==> src/rtl/es_periferico.sv <==
// I/O-port responder: CPU reads/writes four registers (RX data, status, RX count, scratch),
// with an inbound byte FIFO and a single-entry outbound holding register.
module es_periferico #(
   parameter int W     = 8,
   parameter int DEPTH = 4,
   parameter int AW    = 2
) (
   input  logic         clk,
   input  logic         reset,
   input  logic [1:0]   cpu_addr,
   input  logic         cpu_wr,
   input  logic         cpu_rd,
   input  logic [W-1:0] cpu_wdata,
   output logic [W-1:0] cpu_rdata,
   input  logic [W-1:0] ext_in_data,
   input  logic         ext_in_valid,
   output logic         ext_in_ready,
   output logic [W-1:0] ext_out_data,
   output logic         ext_out_valid,
   input  logic         ext_out_ready
);

   localparam logic [1:0] ADDR_DATA    = 2'd0;
   localparam logic [1:0] ADDR_STATUS  = 2'd1;
   localparam logic [1:0] ADDR_COUNT   = 2'd2;
   localparam logic [1:0] ADDR_SCRATCH = 2'd3;
   localparam logic [AW:0] DEPTH_CNT   = (AW+1)'(DEPTH);

   logic [W-1:0]  mem [DEPTH];
   logic [AW-1:0] rd_ptr_reg;
   logic [AW-1:0] wr_ptr_reg;
   logic [AW:0]   count_reg;
   logic [AW:0]   count_next;
   logic          underflow_reg;
   logic          underflow_next;
   logic          tx_drop_reg;
   logic          tx_drop_next;
   logic [W-1:0]  scratch_reg;

   logic          fifo_empty;
   logic          fifo_full;
   logic          push;
   logic          pop;
   logic          rd_data;
   logic          wr_data;
   logic          wr_status;
   logic          tx_handshake;
   logic          tx_load;
   logic          tx_reject;
   logic          underflow_set;
   logic [W-1:0]  status_word;
   logic [W-1:0]  count_word;

   assign fifo_empty   = (count_reg == '0);
   assign fifo_full    = (count_reg == DEPTH_CNT);
   assign ext_in_ready = !fifo_full;

   assign rd_data   = cpu_rd && (cpu_addr == ADDR_DATA);
   assign wr_data   = cpu_wr && (cpu_addr == ADDR_DATA);
   assign wr_status = cpu_wr && (cpu_addr == ADDR_STATUS);

   // Readiness comes from the registered count, so a pop cannot free a slot for a push in the same cycle.
   assign push          = ext_in_valid && ext_in_ready;
   assign pop           = rd_data && !fifo_empty;
   assign underflow_set = rd_data && fifo_empty;

   assign tx_handshake = ext_out_valid && ext_out_ready;
   assign tx_load      = wr_data && (!ext_out_valid || ext_out_ready);
   assign tx_reject    = wr_data && ext_out_valid && !ext_out_ready;

   assign status_word = {{(W-5){1'b0}}, tx_drop_reg, underflow_reg, ext_out_valid,
                         fifo_full, !fifo_empty};
   assign count_word  = {{(W-AW-1){1'b0}}, count_reg};

   always_comb begin
      cpu_rdata = '0;
      if (cpu_rd) begin
         case (cpu_addr)
            ADDR_DATA:    cpu_rdata = fifo_empty ? '0 : mem[rd_ptr_reg];
            ADDR_STATUS:  cpu_rdata = status_word;
            ADDR_COUNT:   cpu_rdata = count_word;
            ADDR_SCRATCH: cpu_rdata = scratch_reg;
            default:      cpu_rdata = '0;
         endcase
      end
   end

   always_comb begin
      count_next = count_reg;
      case ({push, pop})
         2'b10:   count_next = count_reg + 1'b1;
         2'b01:   count_next = count_reg - 1'b1;
         default: count_next = count_reg;
      endcase
   end

   // Write-one-to-clear, with a same-cycle set taking priority over the clear.
   always_comb begin
      underflow_next = (underflow_reg && !(wr_status && cpu_wdata[3])) || underflow_set;
      tx_drop_next   = (tx_drop_reg   && !(wr_status && cpu_wdata[4])) || tx_reject;
   end

   // Storage has no reset: stale entries are never visible because reads are gated by count.
   always_ff @(posedge clk) begin
      if (push) begin
         mem[wr_ptr_reg] <= ext_in_data;
      end
   end

   always_ff @(posedge clk or posedge reset) begin
      if (reset) begin
         rd_ptr_reg    <= '0;
         wr_ptr_reg    <= '0;
         count_reg     <= '0;
         underflow_reg <= 1'b0;
         tx_drop_reg   <= 1'b0;
         scratch_reg   <= '0;
         ext_out_valid <= 1'b0;
         ext_out_data  <= '0;
      end else begin
         if (push) begin
            wr_ptr_reg <= wr_ptr_reg + 1'b1;
         end
         if (pop) begin
            rd_ptr_reg <= rd_ptr_reg + 1'b1;
         end
         count_reg     <= count_next;
         underflow_reg <= underflow_next;
         tx_drop_reg   <= tx_drop_next;
         if (cpu_wr && (cpu_addr == ADDR_SCRATCH)) begin
            scratch_reg <= cpu_wdata;
         end
         if (tx_load) begin
            ext_out_valid <= 1'b1;
            ext_out_data  <= cpu_wdata;
         end else if (tx_handshake) begin
            ext_out_valid <= 1'b0;
         end
      end
   end

endmodule

==> config.mk <==
export PLATFORM = sky130hd
export DESIGN_NAME = es_periferico
export DESIGN_NICKNAME = d
export VERILOG_FILES = /design/src/rtl/es_periferico.sv
export SDC_FILE = /design/constraint.sdc
export NUM_CORES = 1
export LEC_CHECK = 0
export ABC_AREA = 1
export CAP_MARGIN = 20
export CORE_MARGIN = 2
export CORE_UTILIZATION = 38
export DETAILED_ROUTE_END_ITERATION = 8
export GPL_TIMING_DRIVEN = 0
export PLACE_DENSITY_LB_ADDON = 0.15
export REMOVE_ABC_BUFFERS = 1
export SYNTH_ARGS = -nofsm -noshare
export SYNTH_HDL_FRONTEND = slang
export SYNTH_SLANG_ARGS = --single-unit
==> constraint.sdc <==
create_clock -name clk -period 2.3 [get_ports clk]
set_clock_uncertainty 0.05 [all_clocks]
set_input_delay 0.23 -clock clk [delete_from_list [all_inputs] [get_ports clk]]
set_output_delay 0.23 -clock clk [all_outputs]
set_load 0.01 [all_outputs]
* Yosys cells after proc, flatten, opt, wreduce, memory -nomap -nowiden
Memory sizes are Yosys's and may differ from the RTL's. Index checks and enable logic that the tools add are counted.
Operators by class: mux-type cells 8, $add $sub $neg 4, eq/ne operators 6, reductions and logical operators 28
Operators by type and width (number):
- 8-bit one-hot mux with 4 select lines | 1
- 8-bit two-way mux | 2
- 1-bit logical AND | 15
- 2-bit == test (second input constant) | 3
- 1-bit logical NOT | 6
- 3-bit one-hot mux with 2 select lines | 1
- 2-bit by 1-bit adder with 2-bit output (second input constant) | 2
- 2-bit by 1-bit == test with 1-bit output (second input constant) | 2
- 1-bit two-way mux | 4
- 2-bit nonzero test | 2
- 3-bit by 1-bit adder with 3-bit output (second input constant) | 1
- 3-bit == test (second input constant) | 1
- 3-bit logical NOT | 1
- 1-bit logical OR | 3
- 3-bit by 1-bit subtractor with 3-bit output (second input constant) | 1
- 2-bit logical NOT | 1
Word-level totals: input port bits 24, output and inout port bits 18, bits in writable memories 32, memories 1, flip-flop bits (word level) 26
Memory list:
- mem | words 4, width 8, read ports 1, clocked after Yosys merged registers in 0, wr ports 1, RTL line 29 | logic [W-1:0] mem [DEPTH];

* Longest topological paths before layout
Gate-level depths: netlist of the first run.
word-level depth 6, depth in mapped cells 10, mapped depth without buffers 10

* Worst setup path after synthesis of the first run
OpenSTA, ideal clock, no wires.
path type flip-flop to flip-flop, from register count_reg[0], to register count_reg[2], setup slack 0.338 ns, arrival 1.782 ns, required time 2.119 ns, stages on the path, launching flop included 10, buffers on the path 0, path through dfrtp_1 > nor2_1 > nand2_1 > nand2_2 > ha_1 > inv_1 > fa_1 > a21oi_1 > o21ai_0 > xor2_1
Between the ends: longest elaborated chain between the ends 5
Ends and longest elaborated chain:
- start: declaration | RTL line 32 | logic [AW:0] count_reg;
- start signal: assignment | RTL line 127 | count_reg <= count_next;
- 3-bit == test * | RTL line 55 | assign fifo_full = (count_reg == DEPTH_CNT);
- 1-bit logical NOT * | RTL line 56 | assign ext_in_ready = !fifo_full;
- via ext_in_ready | RTL line 17 | output logic ext_in_ready,
- 1-bit logical AND * | RTL line 63 | assign push = ext_in_valid && ext_in_ready;
- 2-bit by 1-bit == test with 1-bit output or 2-bit == test (tied branches) | RTL line 90 | case ({push, pop})
- 3-bit one-hot mux with 2 select lines or 2-bit nonzero test (tied branches)
The timed path passes the listed nets; every way through them passes the cells marked *. A chain may end at the register's enable or synchronous reset.

* Final worst setup path of the first run
from register rd_ptr_reg[0], to output port cpu_rdata[4]
Between the ends: longest elaborated chain between the ends 4
Ends and longest elaborated chain:
- start: declaration | RTL line 30 | logic [AW-1:0] rd_ptr_reg;
- start signal: assignment | RTL line 125 | rd_ptr_reg <= rd_ptr_reg + 1'b1;
- memory 4 x 8 bit
- 8-bit two-way mux | RTL line 79 | ADDR_DATA: cpu_rdata = fifo_empty ? '0 : mem[rd_ptr_reg];
- 8-bit one-hot mux with 4 select lines | RTL line 78 | case (cpu_addr)
- 8-bit two-way mux | RTL line 77 | if (cpu_rd) begin
- end: declaration | RTL line 14 | output logic [W-1:0] cpu_rdata,
Every way passes these cells.

==> results of run 1 <==
cell usage in the layout, fill, tap and decap left out, types with 3 or more instances in the layout:
cell and count:
clkdlybuf4s50_1 31, clkbuf_8 9, dlymetal6s2s_1 7, o21ai_0 16
nand2_1 70, dfrtp_1 23, o21ai_1 9, xor2_1 3
nor2_1 17, edfxtp_1 32, ha_1 5, inv_1 25
buf_4 3, a21oi_1 6, o21ai_2 9, nand3_1 19
nand2_2 5
metrics by stage:
stage | instances | TNS (ns) | area [um2]
final | 412 | 0 | 3430
after global routing | 412 | 0 | 3430
after CTS | 411 | -0.00610 | 3370
after detailed placement | 392 | -0.961 | 3130
after global placement | 392 | -1.07 | 3130
after floorplan | 255 | 0 | 2590
logic make-up after synthesis:
group	count (synthesis)	share of synthesized area, %
DFF	58	60.2
buffers and inverters	37	7.24
adders and majority gates	6	3.08
AOI/OAI and AO/OA	42	9.30
and+or+nand+nor	116	18.9
xor gates and xnor gates	4	1.31
power by group through the flow:
stage          sequential [uW]  clock, uW  combinational (uW)
6_report                  1520       1000                1070
5_1_grt                   1540       1060                1230
4_1_cts                   1500       1030                1080
3_5_place_dp              1530          0                 989
3_3_place_gp              1530          0                 985
2_1_floorplan             1490          0                 622
layer usage:
| layer | vias to the layer above | share of wire (%) | global-route usage [%] | wire, um |
|---|---|---|---|---|
| met4 | 0 | 1.7 | 8.39 | 95 |
| li1 | 961 | - | - | - |
| met2 | 42 | 46 | 22.0 | 2520 |
| met5 | - | 0 | 0 | 0 |
| met3 | 9 | 4.3 | 3.96 | 235 |
| met1 | 870 | 48 | 22.5 | 2650 |
how the worst max path moves through the flow:
stage	to	cells past startpoint
final	cpu_rdata[4]	6
after global routing	cpu_rdata[4]	6
after CTS	cpu_rdata[7]	6
after detailed placement	count_reg[2]	10
after global placement	count_reg[2]	10
after floorplan	count_reg[2]	9
timing repair:
item,in CTS,in global routing
pin swaps,0,0
endpoints found under the setup margin,8,9
cloned,0,0
resized for setup,11,13
setup buffers,3,0
layout make-up:
class	count	area (um2)	area share, %
timing repair buffer	45	475	13.8
sequential	58	1620	47.1
inverter	29	126	3.68
clock buffer	10	128	3.72
clock inverter	6	81.3	2.37
tap	96	120	3.50
multi-input combinational	168	885	25.8
==> impl_summary.log, run 1 <==
[metrics] buffer levels on the longest clock path: 2
[metrics] Post-Place Setup Slack: -0.280 ns
[metrics] required time of the critical path: 2.02 ns
[metrics] number of pins with negative max-slew slack in the final report: 0
[metrics] Worst Path Class, Setup: reg2out
[metrics] count of flip-flops with a built-in enable after synthesis: 32
[metrics] width of the die: 87.9 um
[metrics] number of violations reported at the end of detailed-routing iteration 0: 67
[metrics] clock network fraction of design power: 27.9%
[metrics] average vias per placed instance: 4.57
[metrics] relative area change from synthesis to final layout: 28.2%
[metrics] CTS Buf Count: 9
[metrics] portion of total power attributed to sequential cells: 42.3%
[metrics] count of inserted antenna diode cells: 0
[metrics] Primary FF master, synth: edfxtp_1
[metrics] maximum number of pins on one net before global-route repair: 27
[metrics] reg-to-reg setup timing slack: 0.23 ns
[metrics] count of hold buffers inserted by post-cts repair: 0
[metrics] netlist area before placement: 0.00268 mm2
[metrics] sw power: around 1200 uW
[metrics] H-Tree Depth: 3
[metrics] Clock Sinks: 58
[metrics] area of the core region: 0.00679 mm2
[metrics] Setup-failing EPs final: 0
[metrics] Skew-Pair Late Insertion Delay: 0.34 ns
[metrics] Placement Rows: 30
[metrics] cell mode on critical path: nand3_1
[metrics] flip-flop count of the largest register, all copies and words added: 32
[metrics] Post-synth top cells: nand2_1 (71), edfxtp_1 (32), dfrtp_1 (26)
[metrics] synthesized area divided by synthesized cell count: 10.2 um2
[metrics] post-route minimum period: between 2 and 2.5 ns
[metrics] Top Ports: 42
[metrics] worst flop-to-flop path startpoint: count_reg[2]
[metrics] final WL: about 5500 um
[metrics] post-layout worst setup margin: 0.132 ns
[metrics] number of antenna violations at the first check in global routing: 0
[metrics] Die ar.: around 0.0077 mm2
[metrics] die height: 87.9 um
[metrics] slew of the pin with the lowest slew margin: ~0.81 ns
[metrics] count of cell types in the netlist: 23
[metrics] sum of overflow across all layers after global routing: 0
[metrics] Max-Slew Margin vs Limit: 46.1%
[metrics] vias in the first global route: ~1800
[metrics] reg-to-reg endpoint: count_reg[2]
[metrics] PD cells: roughly 1000 mW/mm2
[metrics] family of cells with the greatest summed delay on the critical path: buffers and inverters
[metrics] Critical Path Start: rd_ptr_reg[0]
[metrics] Gate Count Post-Synth: 263
[metrics] unrepaired setup endpoints after global routing: false
[metrics] worst-path fanout max: 6
[metrics] number of fillers in the final layout: 647
[metrics] routed vias: between 1500 and 2000
[metrics] biggest area consumer among synthesized cells: edfxtp_1
[metrics] overall power consumption: 3590 uW
[metrics] Final nets: 341
[metrics] area share of the leading cell type in the synthesized netlist: between 30% and 40%
[metrics] part of the Yosys area used for sequential elements: 60.2%
[metrics] fraction of layout instances using a drive strength above 1: between 10% and 20%
[metrics] fraction of the cycle the final worst path needs: between 90% and 100%
[metrics] number of register bits inferred by synthesis: 58
[metrics] main area contributors after synthesis: edfxtp_1 (36%), dfrtp_1 (24%), nand2_1 (10%), nand3_1 (3.6%), inv_1 (3.5%)
[metrics] switching part of the total power: 33.4%
[metrics] delay of the slowest cell on the worst path: about 0.55 ns
[metrics] worst reg2reg path depth: 10
[metrics] count of buffers from port buffering: ~40
[metrics] VDD IR-drop max: 0.404 mV
[metrics] max-cap check violation count: 0
[metrics] Syn. warnings: 0
[metrics] total global-route track usage: between 10% and 20%
[metrics] Internal Pwr Total: roughly 2400 uW
[metrics] first-pass GRT wire length: 8910 um
[metrics] number of buffer and inverter instances along the worst setup path: 2
[metrics] final number of hold-violating endpoints: 0
[metrics] ordered list of cells on the worst path: buf_4, nand2_1, nand3_1, nand3_1, a21oi_1, clkdlybuf4s50_1
[metrics] clock edge transition at the registers on the reported setup and hold paths: 0.07 ns
[metrics] Util after Layout: just over 50%
[metrics] total iterations of the first detailed-routing run: 4
[metrics] slowest library cell on the worst path: clkdlybuf4s50_1
[metrics] final HPWL from detailed placement: 3660 um
[metrics] RePlAce Congestion: 0.759
[metrics] Initial Util: between 30 and 40%
[metrics] total DRC errors in the routed layout: 0
[metrics] CP startpoint kind: flop
[metrics] share of flip-flops with an asynchronous set or reset: 44.8%
[metrics] Peak Freq: between 0.4 and 0.5 GHz
[metrics] status: completed
[metrics] classification of the worst-slack hold path: in2async
[metrics] worst hold slack: 0.0724 ns
[metrics] remaining antenna violation count after routing: 0
[metrics] Arr. time, crit path: ~1.9 ns
[metrics] CTS tree: built
[metrics] cell at the root of the clock tree: clkbuf_8
[metrics] WL per Instance: 13.4 um
[metrics] most numerous cell in the Yosys netlist: nand2_1
[metrics] part of the total power dissipated in combinational logic: between 20% and 30%
[metrics] element type at the critical path end: output port
[metrics] leakage: 0.00156 uW
No activity file was read; power rests on OpenSTA's default activity.
==> inputs of run 2 (changes only) <==
MAX_ROUTING_LAYER = met4   (was unset)
==> run 2 against run 1 <==
Effect of this change:
- utilization stayed put
- register-to-register slack hardly changed
- routed wire length is 0.80% lower
- largest power group unchanged
- clock-buffer cell count stayed put
- critical path type unchanged
- die area stayed put
- flip-flop and latch count stayed put
- cell area stayed put
- critical path depth stayed put
==> impl_summary.log, run 2 (synthesis gave the netlist of run 1 again) <==
[metrics] status: completed
[metrics] average vias per placed instance: 4.56 (-0.16%)
[metrics] Max-Slew Margin vs Limit: 46.0% (-0.055 points)
[metrics] fraction of the cycle the final worst path needs: 94.3% (about the same)
[metrics] required time of the critical path: 2.02 ns (about the same)
[metrics] Initial Util: 39.4% (unchanged)
[metrics] post-route design area: 0.00343 mm2 (unchanged)
[metrics] cell mode on critical path: nand3_1
[metrics] total DRC errors in the routed layout: 0 (unchanged)
[metrics] clock edge transition at the registers on the reported setup and hold paths: 0.06 ns (about the same)
[metrics] final number of hold-violating endpoints: 0 (unchanged)
[metrics] register cell area after layout: 0.00162 mm2 (unchanged)
[metrics] buffer levels on the longest clock path: 2 (unchanged)
[metrics] number of violations reported at the end of detailed-routing iteration 0: 118 (+76%)
[metrics] overall power consumption: 3590 uW (about the same)
[metrics] number of pins with negative max-slew slack in the final report: 0 (unchanged)
[metrics] area occupied by multi-input gates: 885 um2 (unchanged)
[metrics] CTS Buf Count: 9 (unchanged)
[metrics] CP startpoint kind: flop
[metrics] RePlAce Congestion: 0.769 (+1.3%)
[metrics] routed vias: 1879 (-0.16%)
[metrics] slew of the pin with the lowest slew margin: 0.806 ns (+0.000819 ns)
[metrics] leakage: 0.00156 uW (unchanged)
[metrics] maximum number of pins on one net before global-route repair: 27 (unchanged)
[metrics] Final nets: 341 (unchanged)
[metrics] Setup-failing EPs final: 0 (unchanged)
[metrics] relative area change from synthesis to final layout: 28.2% (unchanged)
[metrics] delay of the slowest cell on the worst path: 0.55 ns (about the same)
[metrics] number of antenna violations at the first check in global routing: 0 (unchanged)
[metrics] remaining antenna violation count after routing: 0 (unchanged)
[metrics] vias in the first global route: 1767 (-0.23%)
[metrics] first-pass GRT wire length: 8910 um (unchanged)
[metrics] fraction of layout instances using a drive strength above 1: 13.9% (unchanged)
[metrics] most frequent standard cell in the layout excluding fill and tap cells: nand2_1
[metrics] area post-placement: 0.00313 mm2 (unchanged)
[metrics] slowest library cell on the worst path: clkdlybuf4s50_1
[metrics] count of buffers from port buffering: 41 (unchanged)
[metrics] CTS tree: built
[metrics] flip-flop count of the largest register, all copies and words added: 32 (unchanged)
[metrics] element type at the critical path end: output port
[metrics] cell at the root of the clock tree: clkbuf_8
[metrics] Clock Sinks: 58 (unchanged)
[metrics] sum of overflow across all layers after global routing: 0 (unchanged)
[metrics] Top Ports: 42 (unchanged)
[metrics] final WL: 5460 um (-0.80%)
[metrics] PD cells: 1050 mW/mm2 (about the same)
[metrics] count of hold buffers inserted by post-cts repair: 0 (unchanged)
[metrics] VDD IR-drop max: 0.410 mV (+1.5%)
[metrics] die height: 87.9 um (unchanged)
[metrics] family of cells with the greatest summed delay on the critical path: buffers and inverters
[metrics] area of the core region: 0.00679 mm2 (unchanged)
[metrics] ordered list of cells on the worst path: buf_4, nand2_1, nand3_1, nand3_1, a21oi_1, clkdlybuf4s50_1
[metrics] Peak Freq: 0.461 GHz (about the same)
[metrics] H-Tree Depth: 3 (unchanged)
[metrics] count of inserted antenna diode cells: 0 (unchanged)
[metrics] final HPWL from detailed placement: 3660 um (unchanged)
[metrics] worst-path fanout max: 6 (unchanged)
[metrics] number of fillers in the final layout: 647 (unchanged)
[metrics] classification of the worst-slack hold path: in2async
[metrics] Arr. time, crit path: 1.89 ns (about the same)
[metrics] total iterations of the first detailed-routing run: 4 (unchanged)
[metrics] number of buffer and inverter instances along the worst setup path: 2 (unchanged)
[metrics] post-route minimum period: 2.17 ns (+0.0000220 ns)
[metrics] unrepaired setup endpoints after global routing: false
[metrics] Skew-Pair Late Insertion Delay: 0.34 ns (about the same)
[metrics] width of the die: 87.9 um (unchanged)
[metrics] Worst Path Class, Setup: reg2out
[metrics] max-cap check violation count: 0 (unchanged)
[metrics] total global-route track usage: 16.3% (+0.52 points)
[metrics] commonest cells after routing, fill and taps aside: nand2_1 (70), edfxtp_1 (32), clkdlybuf4s50_1 (31)
[metrics] Die ar.: 0.00773 mm2 (unchanged)
[metrics] Placement Rows: 30 (unchanged)
[metrics] WL per Instance: 13.3 um (-0.80%)
run 2: cell counts in the layout (fill, tap and decap cells not counted):
No cell type changed its count.
run 2: timing repair:
action                     CTS  global route
gates cloned                 0             0
setup endpoints to repair    8             9
gates resized for setup     11            13
setup buffers                3             0
run 2: path summary, 6_finish.rpt:
path | endpoint | slack, ns | cells past startpoint | startpoint
max reg2reg | count_reg[2] | 0.23 | 9 | count_reg[0]
min reg2reg | ext_out_data[4] | 0.43 | 2 | ext_out_data[4]
min in group clk | underflow_reg | 0.38 | 3 | cpu_rd
max in group asynchronous | rd_ptr_reg[0] | 1.62 | 3 | reset
min | scratch_reg[6] | 0.13 | 2 | reset
max | cpu_rdata[4] | 0.13 | 6 | rd_ptr_reg[0]
run 2: cell type report:
cell class | count | share of cell area (%)
flip-flops and latches | 58 | 47.1
multi-input cells | 168 | 25.8
repair buffers | 45 | 13.8
clock buffers | 10 | 3.72
inverters | 29 | 3.68
well taps | 96 | 3.50
clock inverters | 6 | 2.37
run 2: metrics by stage:
| step | hold WS (ns) | setup TNS, ns | std cells | utilization [%] | setup slack, ns |
|---|---|---|---|---|---|
| after floorplan | 0.220 | 0 | 255 | - | 0.338 |
| after global placement | 0.417 | -1.07 | 392 | 46.0 | -0.276 |
| after detailed placement | 0.421 | -0.961 | 392 | 46.0 | -0.280 |
| after CTS | 0.357 | -0.00610 | 411 | 49.6 | -0.00610 |
| after global routing | 0.162 | 0 | 412 | 50.5 | 0.00846 |
| final | 0.131 | 0 | 412 | 50.5 | 0.132 |
run 2: power breakdown:
group	total (uW)	switching, uW	internal (uW)
Sequential	1520	161	1360
Combinational	1070	635	434
Clock	1010	404	602
Total	3590	1200	2390
run 2: layer usage:
metal  global-route usage [%]  wire length (um)  share of wire (%)  up-vias
met1                     22.7              2620                 48      863
met3                     3.86               243                4.4       11
met5                        -                 0                  0        -
met2                     21.8              2470                 45       43
met4                     8.39               123                2.3        0
li1                         -                 -                  -      962
run 2: worst register-to-register path, stage by stage, from the launching register on:
cell,delay (ns)
dfrtp_2,0.44
nor2_4,0.14
nand2_1,0.11
nand2_2,0.18
ha_1,0.17
inv_1,0.06
fa_1,0.38
a21oi_1,0.15
o21ai_0,0.12
xor2_1,0.15
==> inputs of run 3 (changes only) <==
CORE_ASPECT_RATIO = 1.4   (was unset)
REMOVE_ABC_BUFFERS = unset   (was 1)
==> run 3 against run 2 <==
Effect of this change:
- non-clock buffer count rose by 3
- critical path depth is 3 higher
- routed wire length rose by 5.5%
- maximum frequency increased by 3.5%
- clock power fell by 4%
- setup slack improved by 0.072 ns
- register-to-register slack worse by 0.03 ns
- global-route usage grew 0.69 points
- via count is 3.6% higher
- cell area hardly changed
- clock-buffer cell count is 4 higher
- worst hold slack lost 0.074 ns
- critical endpoint is now count_reg[2]
- largest cell class unchanged
==> impl_summary.log, run 3 (synthesis gave the netlist of run 1 again) <==
[metrics] delay of the slowest cell on the worst path: 0.42 ns (-0.13 ns)
[metrics] reg-to-reg endpoint: count_reg[2]
[metrics] Util after Layout: 49.8% (-0.70 points)
[metrics] routed vias: 1946 (+3.6%)
[metrics] post-route design area: 0.00343 mm2 (about the same)
[metrics] commonest cells after routing, fill and taps aside: nand2_1 (70), edfxtp_1 (32), clkdlybuf4s50_1 (30)
[metrics] first-pass GRT wire length: 9030 um (+1.3%)
[metrics] PD cells: 1040 mW/mm2 (-0.84%)
[metrics] total global-route track usage: 16.9% (+0.69 points)
[metrics] Final nets: 344 (+0.88%)
[metrics] maximum number of pins on one net before global-route repair: 27 (unchanged)
[metrics] ordered list of cells on the worst path: nor2_2, nand2_1, nand2_2, ha_1, inv_1, fa_1, a21oi_1, o21ai_0, xor2_1
[metrics] Peak Freq: 0.477 GHz (+3.5%)
[metrics] Synthesized Nets: just under 300
[metrics] sum of overflow across all layers after global routing: 0 (unchanged)
[metrics] Worst Path Class, Setup: reg2reg
[metrics] number of violations reported at the end of detailed-routing iteration 0: 83 (-30%)
[metrics] remaining antenna violation count after routing: 0 (unchanged)
[metrics] WL per Instance: 13.9 um (+5.0%)
[metrics] Internal Pwr Total: 2380 uW (-0.35%)
[metrics] CTS Buf Count: 9 (unchanged)
[metrics] number of antenna violations at the first check in global routing: 0 (unchanged)
[metrics] number of buffer and inverter instances along the worst setup path: 1 (-1)
[metrics] status: completed
[metrics] Placement Rows: 36 (+20%)
[metrics] final WL: 5760 um (+5.5%)
[metrics] stages on the worst setup path: 9 (+3)
[metrics] total iterations of the first detailed-routing run: 4 (unchanged)
[metrics] Arr. time, crit path: 2.26 ns (+0.37 ns)
[metrics] number of pins with negative max-slew slack in the final report: 0 (unchanged)
[metrics] part of the total power dissipated in combinational logic: 31.4% (+1.6 points)
[metrics] Skew-Pair Late Insertion Delay: 0.34 ns (about the same)
[metrics] worst reg2reg path depth: 9 (unchanged)
[metrics] Max-Slew Margin vs Limit: 41.0% (-5.0 points)
[metrics] Clock Sinks: 58 (unchanged)
[metrics] relative area change from synthesis to final layout: 28.3% (about the same)
[metrics] total DRC errors in the routed layout: 0 (unchanged)
[metrics] sw power: 1180 uW (-1.7%)
[metrics] Initial Util: 38.9% (-0.56 points)
[metrics] buffer levels on the longest clock path: 2 (unchanged)
[metrics] area of the core region: 0.00689 mm2 (+1.4%)
[metrics] H-Tree Depth: 3 (unchanged)
[metrics] count of hold buffers inserted by post-cts repair: 0 (unchanged)
[metrics] reg-to-reg setup timing slack: 0.20 ns (-0.03 ns)
[metrics] post-route minimum period: 2.10 ns (-0.0724 ns)
[metrics] flip-flop count of the largest register, all copies and words added: 32 (unchanged)
[metrics] unrepaired setup endpoints after global routing: false
[metrics] Die ar.: 0.00774 mm2 (+0.13%)
[metrics] cell at the root of the clock tree: clkbuf_8
[metrics] Setup-failing EPs final: 0 (unchanged)
[metrics] die height: 103 um (+17%)
[metrics] overall power consumption: 3560 uW (-0.81%)
[metrics] worst-path fanout max: 8 (+2)
[metrics] final number of hold-violating endpoints: 0 (unchanged)
[metrics] CP startpoint kind: flop
[metrics] area post-placement: 0.00319 mm2 (+2.0%)
[metrics] Top Ports: 42 (unchanged)
[metrics] average vias per placed instance: 4.70 (+3.1%)
[metrics] vias in the first global route: 1836 (+3.9%)
[metrics] element type at the critical path end: flop
[metrics] max-cap check violation count: 0 (unchanged)
[metrics] family of cells with the greatest summed delay on the critical path: adder cells
[metrics] worst hold slack: 0.0577 ns (-0.0736 ns)
[metrics] classification of the worst-slack hold path: in2async
[metrics] leakage: 0.00155 uW (-0.94%)
[metrics] clock network fraction of design power: 27.3% (-0.7 points)
[metrics] count of inserted antenna diode cells: 0 (unchanged)
[metrics] most frequent standard cell in the layout excluding fill and tap cells: nand2_1
[metrics] CTS tree: built
[metrics] slew of the pin with the lowest slew margin: 0.882 ns (+0.0753 ns)
[metrics] fraction of layout instances using a drive strength above 1: 14.7% (+0.81 points)
[metrics] width of the die: 74.9 um (-15%)
[metrics] VDD IR-drop max: 0.515 mV (+25%)
[metrics] slowest library cell on the worst path: dfrtp_1
[metrics] clock edge transition at the registers on the reported setup and hold paths: 0.07 ns (about the same)
[metrics] RePlAce Congestion: 0.921 (+20%)
[metrics] portion of total power attributed to sequential cells: 41.3% (-0.9 points)
[metrics] worst flop-to-flop path startpoint: count_reg[0]
[metrics] required time of the critical path: 2.47 ns (+0.45 ns)
[metrics] final HPWL from detailed placement: 4100 um (+12%)
[metrics] count of buffers from port buffering: 39 (-4.9%)
[metrics] switching part of the total power: 33.1% (-0.31 points)
[metrics] fraction of the cycle the final worst path needs: 91.1% (-3.1 points)
[run 3: changes by cell type in the layout (fill, tap and decap cells not counted), sizes merged]
cell	change
clkdlybuf4s50	-1
inv	+1
clkinvlp	-1
dlygate4sd2	+3
buf	+5
dlymetal6s2s	-3
clkbuf	+4
clkinv	-3
clkdlybuf4s15	-1
bufinv	-1
[run 3: per-layer routing]
layer	vias up	share of wire [%]	track usage, %
li1	967	-	-
met5	-	0	-
met2	52	51	27.1
met3	14	4.6	3.97
met1	913	41	19.4
met4	0	3.5	9.34
[run 3: layout make-up]
class,instances,area [um2]
Clock buffer,14,173
Tap cell,95,119
Clock inverter,2,35.0
Multi-Input combinational cell,168,880
Inverter,29,111
Buffer,8,82.6
Sequential cell,58,1610
Timing Repair Buffer,40,422
Fill cell,665,3460
[run 3: worst register-to-register path, stage by stage (launching register included)]
cell and delay [ns]:
dfrtp_1 0.42, nor2_2 0.18, nand2_1 0.13, nand2_2 0.20, ha_1 0.18, inv_1 0.06, fa_1 0.37, a21oi_1 0.14
o21ai_0 0.11, xor2_1 0.15
[run 3: worst max-delay path by stage]
stage,end,start,slack (ns)
floorplan,count_reg[2],count_reg[0],0.34
global placement,count_reg[2],cpu_rd,0.007
detailed placement,count_reg[2],cpu_rd,-0.008
CTS,cpu_rdata[6],rd_ptr_reg[0],0.01
global route,count_reg[2],count_reg[0],0.03
finish,count_reg[2],count_reg[0],0.20
[run 3: stage by stage]
stage          setup slack [ns]  setup TNS (ns)  instances
2_1_floorplan             0.338               0        263
3_3_place_gp            0.00732               0        397
3_5_place_dp           -0.00837        -0.00837        397
4_1_cts                  0.0113               0        413
5_1_grt                  0.0323               0        414
6_report                  0.204               0        414
[run 3: what timing repair did]
item / CTS / global route
gates cloned: 0 / 0
endpoints found under the setup margin: 6 / 4
gates resized for setup: 9 / 6
setup buffers: 0 / 0
[run 3: power by group through the flow]
| stage | Clock [uW] | Sequential, uW | Combinational, uW |
|---|---|---|---|
| global route | 1050 | 1500 | 1270 |
| floorplan | 0 | 1460 | 733 |
| finish | 974 | 1470 | 1120 |
| global placement | 0 | 1480 | 1120 |
| CTS | 991 | 1470 | 1130 |
| detailed placement | 0 | 1490 | 1130 |
